### config.mk
export PLATFORM = sky130hd
export DESIGN_NAME = mole_spawner
export DESIGN_NICKNAME = d
export VERILOG_FILES = /design/src/rtl/mole_spawner.sv
export SDC_FILE = /design/constraint.sdc
export NUM_CORES = 1
export LEC_CHECK = 0
export CORE_MARGIN = 4
export CORE_UTILIZATION = 35
export CTS_BUF_LIST = sky130_fd_sc_hd__clkbuf_4
export DETAILED_ROUTE_END_ITERATION = 12
export GPL_ROUTABILITY_DRIVEN = 0
export GPL_TIMING_DRIVEN = 0
export REMOVE_ABC_BUFFERS = 1
export SETUP_SLACK_MARGIN = 0.2
export SLEW_MARGIN = 40
export SYNTH_ARGS = -nofsm -noshare
export SYNTH_HDL_FRONTEND = slang
export SYNTH_SLANG_ARGS = --single-unit
### constraint.sdc
create_clock -name clk -period 3.9 [get_ports clk]
set_clock_uncertainty 0.2 [all_clocks]
set_input_delay 0.585 -clock clk [delete_from_list [all_inputs] [get_ports clk]]
set_output_delay 0.585 -clock clk [all_outputs]
set_load 0.01 [all_outputs]
### src/rtl/mole_spawner.sv
// mole_spawner: whack-a-mole game controller feeding the 16-hole mole renderer.
// Picks a pseudo-random hole for each mole, judges keypad hits, and tracks score/misses.
// Optional: define MOLE_SPEEDUP_EN to shorten the up window by one tick per 8 hits (min 1).
module mole_spawner #(
    parameter int          TICK_DIV  = 25000000,
    parameter int          UP_TICKS  = 3,
    parameter int          GAP_TICKS = 1,
    parameter int          MAX_MISS  = 5,
    parameter int          SCORE_W   = 8,
    parameter logic [15:0] LFSR_SEED = 16'hACE1
) (
    input  logic               clk,
    input  logic               rst,
    input  logic               start,
    input  logic               key_en,
    input  logic [3:0]         key_index,
    output logic               mole_appear,
    output logic [3:0]         mole_index,
    output logic [SCORE_W-1:0] score,
    output logic [3:0]         misses,
    output logic               hit_pulse,
    output logic               miss_pulse,
    output logic               game_over
);

    localparam int TW     = (TICK_DIV > 1) ? $clog2(TICK_DIV) : 1;
    localparam int PH_MAX = (UP_TICKS > GAP_TICKS) ? UP_TICKS : GAP_TICKS;
    localparam int PH_W   = (PH_MAX > 1) ? $clog2(PH_MAX) : 1;

    localparam logic [1:0] ST_IDLE = 2'd0;
    localparam logic [1:0] ST_GAP  = 2'd1;
    localparam logic [1:0] ST_UP   = 2'd2;
    localparam logic [1:0] ST_OVER = 2'd3;

    logic [1:0]      state;
    logic [1:0]      state_nxt;
    logic [TW-1:0]   tick_cnt;
    logic [PH_W-1:0] phase_cnt;
    logic [PH_W-1:0] up_last;
    logic [15:0]     lfsr;
    logic            tick;
    logic            is_hit;
    logic            is_timeout;
    logic            spawn;
    logic            transition;
    logic [3:0]      misses_inc;
    logic [3:0]      spawn_index;

    assign tick        = (tick_cnt == TW'(TICK_DIV - 1));
    assign is_hit      = key_en && (key_index == mole_index);
    assign is_timeout  = tick && (phase_cnt == up_last);
    assign misses_inc  = misses + 4'd1;
    // Bump to the neighbouring hole so the same hole never appears twice in a row
    assign spawn_index = (lfsr[3:0] == mole_index) ? lfsr[3:0] + 4'd1 : lfsr[3:0];
    assign spawn       = (state == ST_GAP) && (state_nxt == ST_UP) && !start;
    // A start pulse counts as a transition even when already in GAP
    assign transition  = start || (state_nxt != state);

    assign mole_appear = (state == ST_UP);
    assign game_over   = (state == ST_OVER);

`ifdef MOLE_SPEEDUP_EN
    logic [SCORE_W-1:0] score_div8;
    logic [PH_W-1:0]    up_last_nxt;

    assign score_div8 = score >> 3;

    // Up window shrinks one tick per 8 hits, never below one tick
    always_comb begin
        up_last_nxt = '0;
        if (32'(score_div8) < 32'(UP_TICKS)) begin
            up_last_nxt = PH_W'(32'(UP_TICKS - 1) - 32'(score_div8));
        end
    end

    // Window latched on entry to UP so a hit mid-window cannot change it
    always_ff @(posedge clk or posedge rst) begin
        if (rst) begin
            up_last <= PH_W'(UP_TICKS - 1);
        end else if (spawn) begin
            up_last <= up_last_nxt;
        end
    end
`else
    assign up_last = PH_W'(UP_TICKS - 1);
`endif

    // Next game state; start overrides everything, a hit beats a timeout
    always_comb begin
        state_nxt = state;
        if (start) begin
            state_nxt = ST_GAP;
        end else begin
            case (state)
                ST_GAP: begin
                    if (tick && (phase_cnt == PH_W'(GAP_TICKS - 1))) begin
                        state_nxt = ST_UP;
                    end
                end
                ST_UP: begin
                    if (is_hit) begin
                        state_nxt = ST_GAP;
                    end else if (is_timeout) begin
                        state_nxt = (misses_inc == 4'(MAX_MISS)) ? ST_OVER : ST_GAP;
                    end
                end
                default: state_nxt = state;
            endcase
        end
    end

    // State, timers, LFSR, scoring and one-cycle event pulses
    always_ff @(posedge clk or posedge rst) begin
        if (rst) begin
            state      <= ST_IDLE;
            tick_cnt   <= '0;
            phase_cnt  <= '0;
            lfsr       <= LFSR_SEED;
            mole_index <= 4'd0;
            score      <= '0;
            misses     <= 4'd0;
            hit_pulse  <= 1'b0;
            miss_pulse <= 1'b0;
        end else begin
            lfsr       <= {lfsr[14:0], lfsr[15] ^ lfsr[13] ^ lfsr[12] ^ lfsr[10]};
            state      <= state_nxt;
            hit_pulse  <= 1'b0;
            miss_pulse <= 1'b0;

            if (transition) begin
                tick_cnt  <= '0;
                phase_cnt <= '0;
            end else if ((state == ST_GAP) || (state == ST_UP)) begin
                if (tick) begin
                    tick_cnt  <= '0;
                    phase_cnt <= phase_cnt + 1'b1;
                end else begin
                    tick_cnt <= tick_cnt + 1'b1;
                end
            end

            if (start) begin
                score  <= '0;
                misses <= 4'd0;
            end else if (spawn) begin
                mole_index <= spawn_index;
            end else if (state == ST_UP) begin
                if (is_hit) begin
                    if (score != '1) begin
                        score <= score + 1'b1;
                    end
                    hit_pulse <= 1'b1;
                end else if (is_timeout) begin
                    misses     <= misses_inc;
                    miss_pulse <= 1'b1;
                end
            end
        end
    end

endmodule

# Word level (Yosys, flattened, before mapping)
# Index checks and enable logic that the tools add are counted.
classes:
  bitwise: 4
  n_addsub: 5
  n_mux: 32
  n_reduce_logical: 19
  n_eq_ne: 13
op_table:
  columns: ["op", "count"]
  rows:
  - ["$mux W25", 3]
  - ["$mux W8", 5]
  - ["$add A25 B1 Y25 const B", 1]
  - ["$eq A25 B25 Y1 const B", 1]
  - ["$mux W4", 6]
  - ["$mux W2", 8]
  - ["$reduce_bool A2 Y1", 6]
  - ["$mux W1", 9]
  - ["$add A4 B1 Y4 const B", 2]
  - ["$add A8 B1 Y8 const B", 1]
  - ["$eq A2 B2 Y1 const B", 4]
  - ["$eq A4 B4 Y1", 2]
  - ["$ne A8 B8 Y1 const B", 1]
  - ["$reduce_and A4 Y1", 2]
  - ["$logic_and A1 B1 Y1", 5]
  - ["$eq A4 B3 Y1 const B", 1]
  - ["$ne A2 B2 Y1 const B", 2]
  - ["$pmux W2 S2", 1]
  - ["$reduce_and A2 Y1", 2]
  - ["$xor A1 B1 Y1", 3]
  - ["$add A2 B1 Y2 const B", 1]
  - ["$eq A2 B1 Y1 const B", 1]
  - ["$logic_not A2 Y1", 1]
  - ["$logic_or A1 B1 Y1", 2]
  - ["3 further kinds", 3]
word_totals:
  wordCells: 82
  inputBits: 8
  out_inout_bits: 20
  regBits: 63

# Depth between registers and ports, before layout
logic_depth:
  word_depth: 12
  depth_mapped: 11
  ltp_nobuf: 9

# Worst setup path before layout
# OpenSTA, ideal clock, no wires.
synth_path:
  path_kind: "register to register"
  from: "reg state[0]"
  to: "reg score[7]"
  setup_time_ns: 0.125
  t_required_ns: 3.575
  t_arrival_ns: 2.359
  n_path_buf: 1
  period_less_slack_ns: 2.684
  setup_slack_ns: 1.216
  stages_incl_launch_ff: 10
  cell_sequence: "dfrtp_1 > inv_1 > ha_1 > inv_1 > and4_1 > or4b_4 > a21oi_4 > buf_6 > a21oi_2 > mux2_4"
synth_between:
  elab_chain_cells: 9
  elab_cells_between_ends: 13
  classes_between: "eq/ne (4); mux (5); reduce/logical (4)"
synth_rtl:
  columns: ["item", "line_no", "text"]
  rows:
  - ["start, declared", "35", "logic [1:0] state;"]
  - ["start signal, assigned", "126", "state <= state_nxt;"]
  - ["$mux W2", "103", "end else if (is_timeout) begin"]
  - ["$mux W2", "101", "if (is_hit) begin"]
  - ["$pmux W2 S2", "94", "case (state)"]
  - ["$mux W2", "91", "if (start) begin"]
  - ["$eq A2 B2 Y1", "55", "assign spawn = (state == ST_GAP) && (state_nxt == ST_UP) && !start;"]
  - ["$logic_and A1 B1 Y1 (2 in series)", "55", null]
  - ["$ne A2 B2 Y1 (no source line)", null, null]
  - ["$reduce_and A4 Y1 (no source line) *", null, null]
  - ["end signal, assigned", "150", "score <= score + 1'b1;"]
  - ["end, declared", "19", "output logic [SCORE_W-1:0] score,"]
# Every way passes the cells marked *; elsewhere a longest branch is shown, timed or not.
# A chain may end at the register's enable or synchronous reset.

# Final worst setup path
layout_path:
  from: "reg tick_cnt[0]"
  to: "reg tick_cnt[17]"
layout_between:
  elab_chain_cells: 9
  elab_cells_between_ends: 15
  classes_between: "add/sub (1); eq/ne (2); mux (8); reduce/logical (4)"
layout_rtl:
  columns: ["item", "line_no", "text"]
  rows:
  - ["start, declared", "37", "logic [TW-1:0] tick_cnt;"]
  - ["start signal, assigned", "138", "tick_cnt <= tick_cnt + 1'b1;"]
  - ["$eq A25 B25 Y1", "49", "assign tick = (tick_cnt == TW'(TICK_DIV - 1));"]
  - ["$logic_and A1 B1 Y1", "51", "assign is_timeout = tick && (phase_cnt == up_last);"]
  - ["$mux W2", "103", null]
  - ["$mux W2", "101", null]
  - ["$pmux W2 S2", "94", null]
  - ["$mux W2", "91", null]
  - ["$ne A2 B2 Y1", "57", "assign transition = start || (state_nxt != state);"]
  - ["$logic_or A1 B1 Y1", "57", null]
  - ["$mux W25 or $reduce_bool A2 Y1 (tied branches)", null, null]
# Parallel ways exist; a longest one is shown, timed or not. The select of a mux whose other input is x is not followed.

==> summary.txt <==
STA
  – Slew headroom: 45.4%
  – Min Tclk post-route: 3.38 ns
  – Hold Slack: 0.153 ns
  – Fmax: 296 MHz
  – Final Hold Viols: 0
  – Worst setup margin: 0.520 ns
  – Fin crit share: 86.7%
  – Final setup viols: 0
  – Slew Limit Fails: 0
  – Post-Route Setup TNS: 0 ns
  – Least-Margin Pin Slew: 0.812 ns
  – RSZ-0062 raised after global routing: false

Final layout
  – Multi-input gate area: 0.00185 sq mm
  – Register area: 0.00159 sq mm
  – Fillcell total: 985
  – Diode count: 0
  – P&R area growth vs syn: 17.1%
  – Layout cells sized above 1: 13.3%
  – Nets: 404

Clock network
  – Clk_lat worst skew: 0.44 ns
  – Clock slew at reported path FFs: 0.13 ns
  – CTS tree: yes
  – Clock sink count: 63
  – Post-CTS Setup Inserts: 0
  – Htree depth: 3
  – Num CTS Buffers: 9
  – Post-cts resize count: 0
  – Root buf cell: clkbuf_4
  – CTS max path bufs: 2
  – Post-cts hold buffer count: 0

Setup path
  – Crit-path cells: ha_1 -> and3_1 -> nand4_1 -> a311oi_1 -> o31a_1 -> nor4_2 -> buf_2 -> nand2_1 -> o311ai_0
  – Reg-to-reg slack, setup: 0.52 ns
  – R2R depth: 9
  – CP peak stage delay: 0.46 ns
  – Worst Path Buf+Inv: 1
  – WP data arrival: 3.49 ns
  – Crit-path slowest cell: o311ai_0
  – CP endpoint kind: flip-flop
  – WP depth: 9
  – Critical path peak fanout: 14
  – CP Launch Type: flip-flop
  – WS Path Type: flip-flop to flip-flop
  – Critical path data required time: 4.01 ns
  – Top Family by Delay on Critical Path: simple AND/OR/NAND/NOR gates

Synth
  – Async SR Flop Fraction: 100%
  – Top cells by count, synth: dfrtp_1 (55), nand2_1 (29), nor2_1 (24), nand3_1 (23), a21oi_1 (14)
  – Cell variety after synth: 60
  – Share of the synthesized area in the top cell type: 39.1%
  – Mapped Cells: 356
  – Synth Area in Simple Gates: 26.2%
  – Sequential area share after synthesis: 45.1%
  – Main synth FF type: dfrtp_1
  – Multiplexer area fraction after synthesis: 3.48%
  – Average size of a mapped cell: 9.89 sq um
  – Count leader, synth: dfrtp_1
  – Yosys reg bits: 63
  – Post-synth EDFFs: 0
  – Mapped cell area: 0.00352 sq mm
  – Xor and xnor area share after synthesis: 4.98%
  – Compound-gate portion of the synthesized area: 13.9%
  – Main combinational cell family by area after synthesis: simple AND/OR/NAND/NOR gates
  – Adder-Cell Fraction of Synth Area: 3.55%
  – Top cells by area, synth: dfrtp_1 (39%), dfstp_2 (6.0%), ha_1 (3.6%)
  – Cell taking the most area after synthesis: dfrtp_1
  – Synth warn: 0

Placement
  – Port Buffers: 27
  – DPL Wire Length: 5.14 mm
  – Setup WS pre-CTS: 0.276 ns

Die
  – Row cnt: 36
  – Die Area: 0.0117 sq mm
  – Die X: 108 um
  – I/O Pins: 28
  – Starting Density: 36.0%
  – Chip Height: 108 um
  – Core Region: 0.00977 sq mm

Detailed routing
  – Detailed Route WL: 7.65 mm
  – DR iter-0 viols: 217
  – Routed WL per cell: 14.6 um
  – DRC: 0
  – Antenna Nets Post-Route: 0
  – TritonRoute pass-1 iters: 4
  – Vias: 2,784
  – Vias per inst: 5.31

Min path
  – WHS Path Cells: 0
  – HP Class: flip-flop to flip-flop

Global route
  – Global-route wire length before repair: 13.2 mm
  – Vias in the first global route: 2,800
  – Largest net degree at the start of global routing: 37
  – GRT overflow: 0
  – Initial antenna violation count: 0
  – Total Routing Usage GR: 14.1%

Pwr
  – Maximum VDD drop: 0.000197 V
  – Power Dens Cells: 346 mW/mm^2
  – LEAKAGE: 0.00170 uW

Status
  – Outcome: finished, final reports clean

Run
  – Max-Cap Viols: 0
-- stage by stage --
step | area [sq um] | util, % | cells | total power [uW]
after floorplan | 3460 | - | 344 | 817
after global placement | 3900 | 39.9 | 504 | 877
after detailed placement | 3940 | 40.3 | 508 | 891
after CTS | 4120 | 42.1 | 524 | 1440
after global routing | 4120 | 42.2 | 524 | 1500
final | 4120 | 42.2 | 524 | 1430
-- path summary, 6_finish.rpt --
kind | startpoint | to
max | tick_cnt[0] | tick_cnt[17]
min reg2reg | lfsr[9] | lfsr[10]
max in group asynchronous | rst | misses[1]
min | lfsr[9] | lfsr[10]
min in group asynchronous | rst | mole_index[0]
max reg2reg | tick_cnt[0] | tick_cnt[17]
-- sequential cells by signal, summed over array words and instances, names as in the netlist --
name,flops
tick_cnt,25
hit_pulse,1
phase_cnt,2
lfsr,16
mole_index,4
score,8
misses,4
state,2
miss_pulse,1
-- final cells by class --
| cell class | count | area share (%) |
|---|---|---|
| Sequential cell | 63 | 38.5 |
| Clock inverter | 7 | 2.52 |
| Tap cell | 133 | 4.04 |
| Clock buffer | 9 | 1.64 |
| Timing Repair Buffer | 31 | 7.28 |
| Multi-Input combinational cell | 270 | 45.0 |
| Inverter | 11 | 1.06 |
-- worst register-to-register path, cell delays in order, from the launching register on --
cell,delay (ns)
dfrtp_1,0.45
ha_1,0.26
and3_1,0.26
nand4_1,0.25
a311oi_1,0.08
o31a_1,0.29
nor4_2,0.42
buf_2,0.25
nand2_1,0.34
o311ai_0,0.46
-- cells by family after synthesis --
family	after synthesis
flops	63
simple gates	162
buf+inv	23
mux	11
xor+xnor	20
compound gates	67
fa+ha+maj	10
-- layer usage --
layer	routed length, um	global-route usage, %	vias up
li1	-	-	1358
met4	87	4.69	0
met1	3760	18.4	1375
met5	0	0	-
met3	223	3.34	8
met2	3580	22.9	43
-- report_power, final --
| part | switching, uW | internal, uW | total [uW] |
|---|---|---|---|
| combinational | 135 | 57.8 | 193 |
| clock | 279 | 267 | 546 |
| sequential | 20.2 | 668 | 689 |
-- placed cells by master (no fill, tap or decap), drive strengths merged, types with 3 or more instances in the layout --
cell / count
and3: 10
nand3: 23
nand2: 29
a221o: 3
o211ai: 3
ha: 10
nand4: 10
xnor2: 12
dfstp: 8
and2: 10
dfrtp: 55
clkdlybuf4s50: 26
or2: 4
or3: 8
xor2: 8
clkinv: 3
mux2i: 4
and4: 3
nor4: 4
nand2b: 6
o311ai: 5
mux2: 7
nor2b: 9
a31oi: 8
inv: 13
clkbuf: 9
o21ai: 6
nor2: 24
nor3: 14
o31ai: 7
a21oi: 17
buf: 5
(Power assumes the default switching activity.)
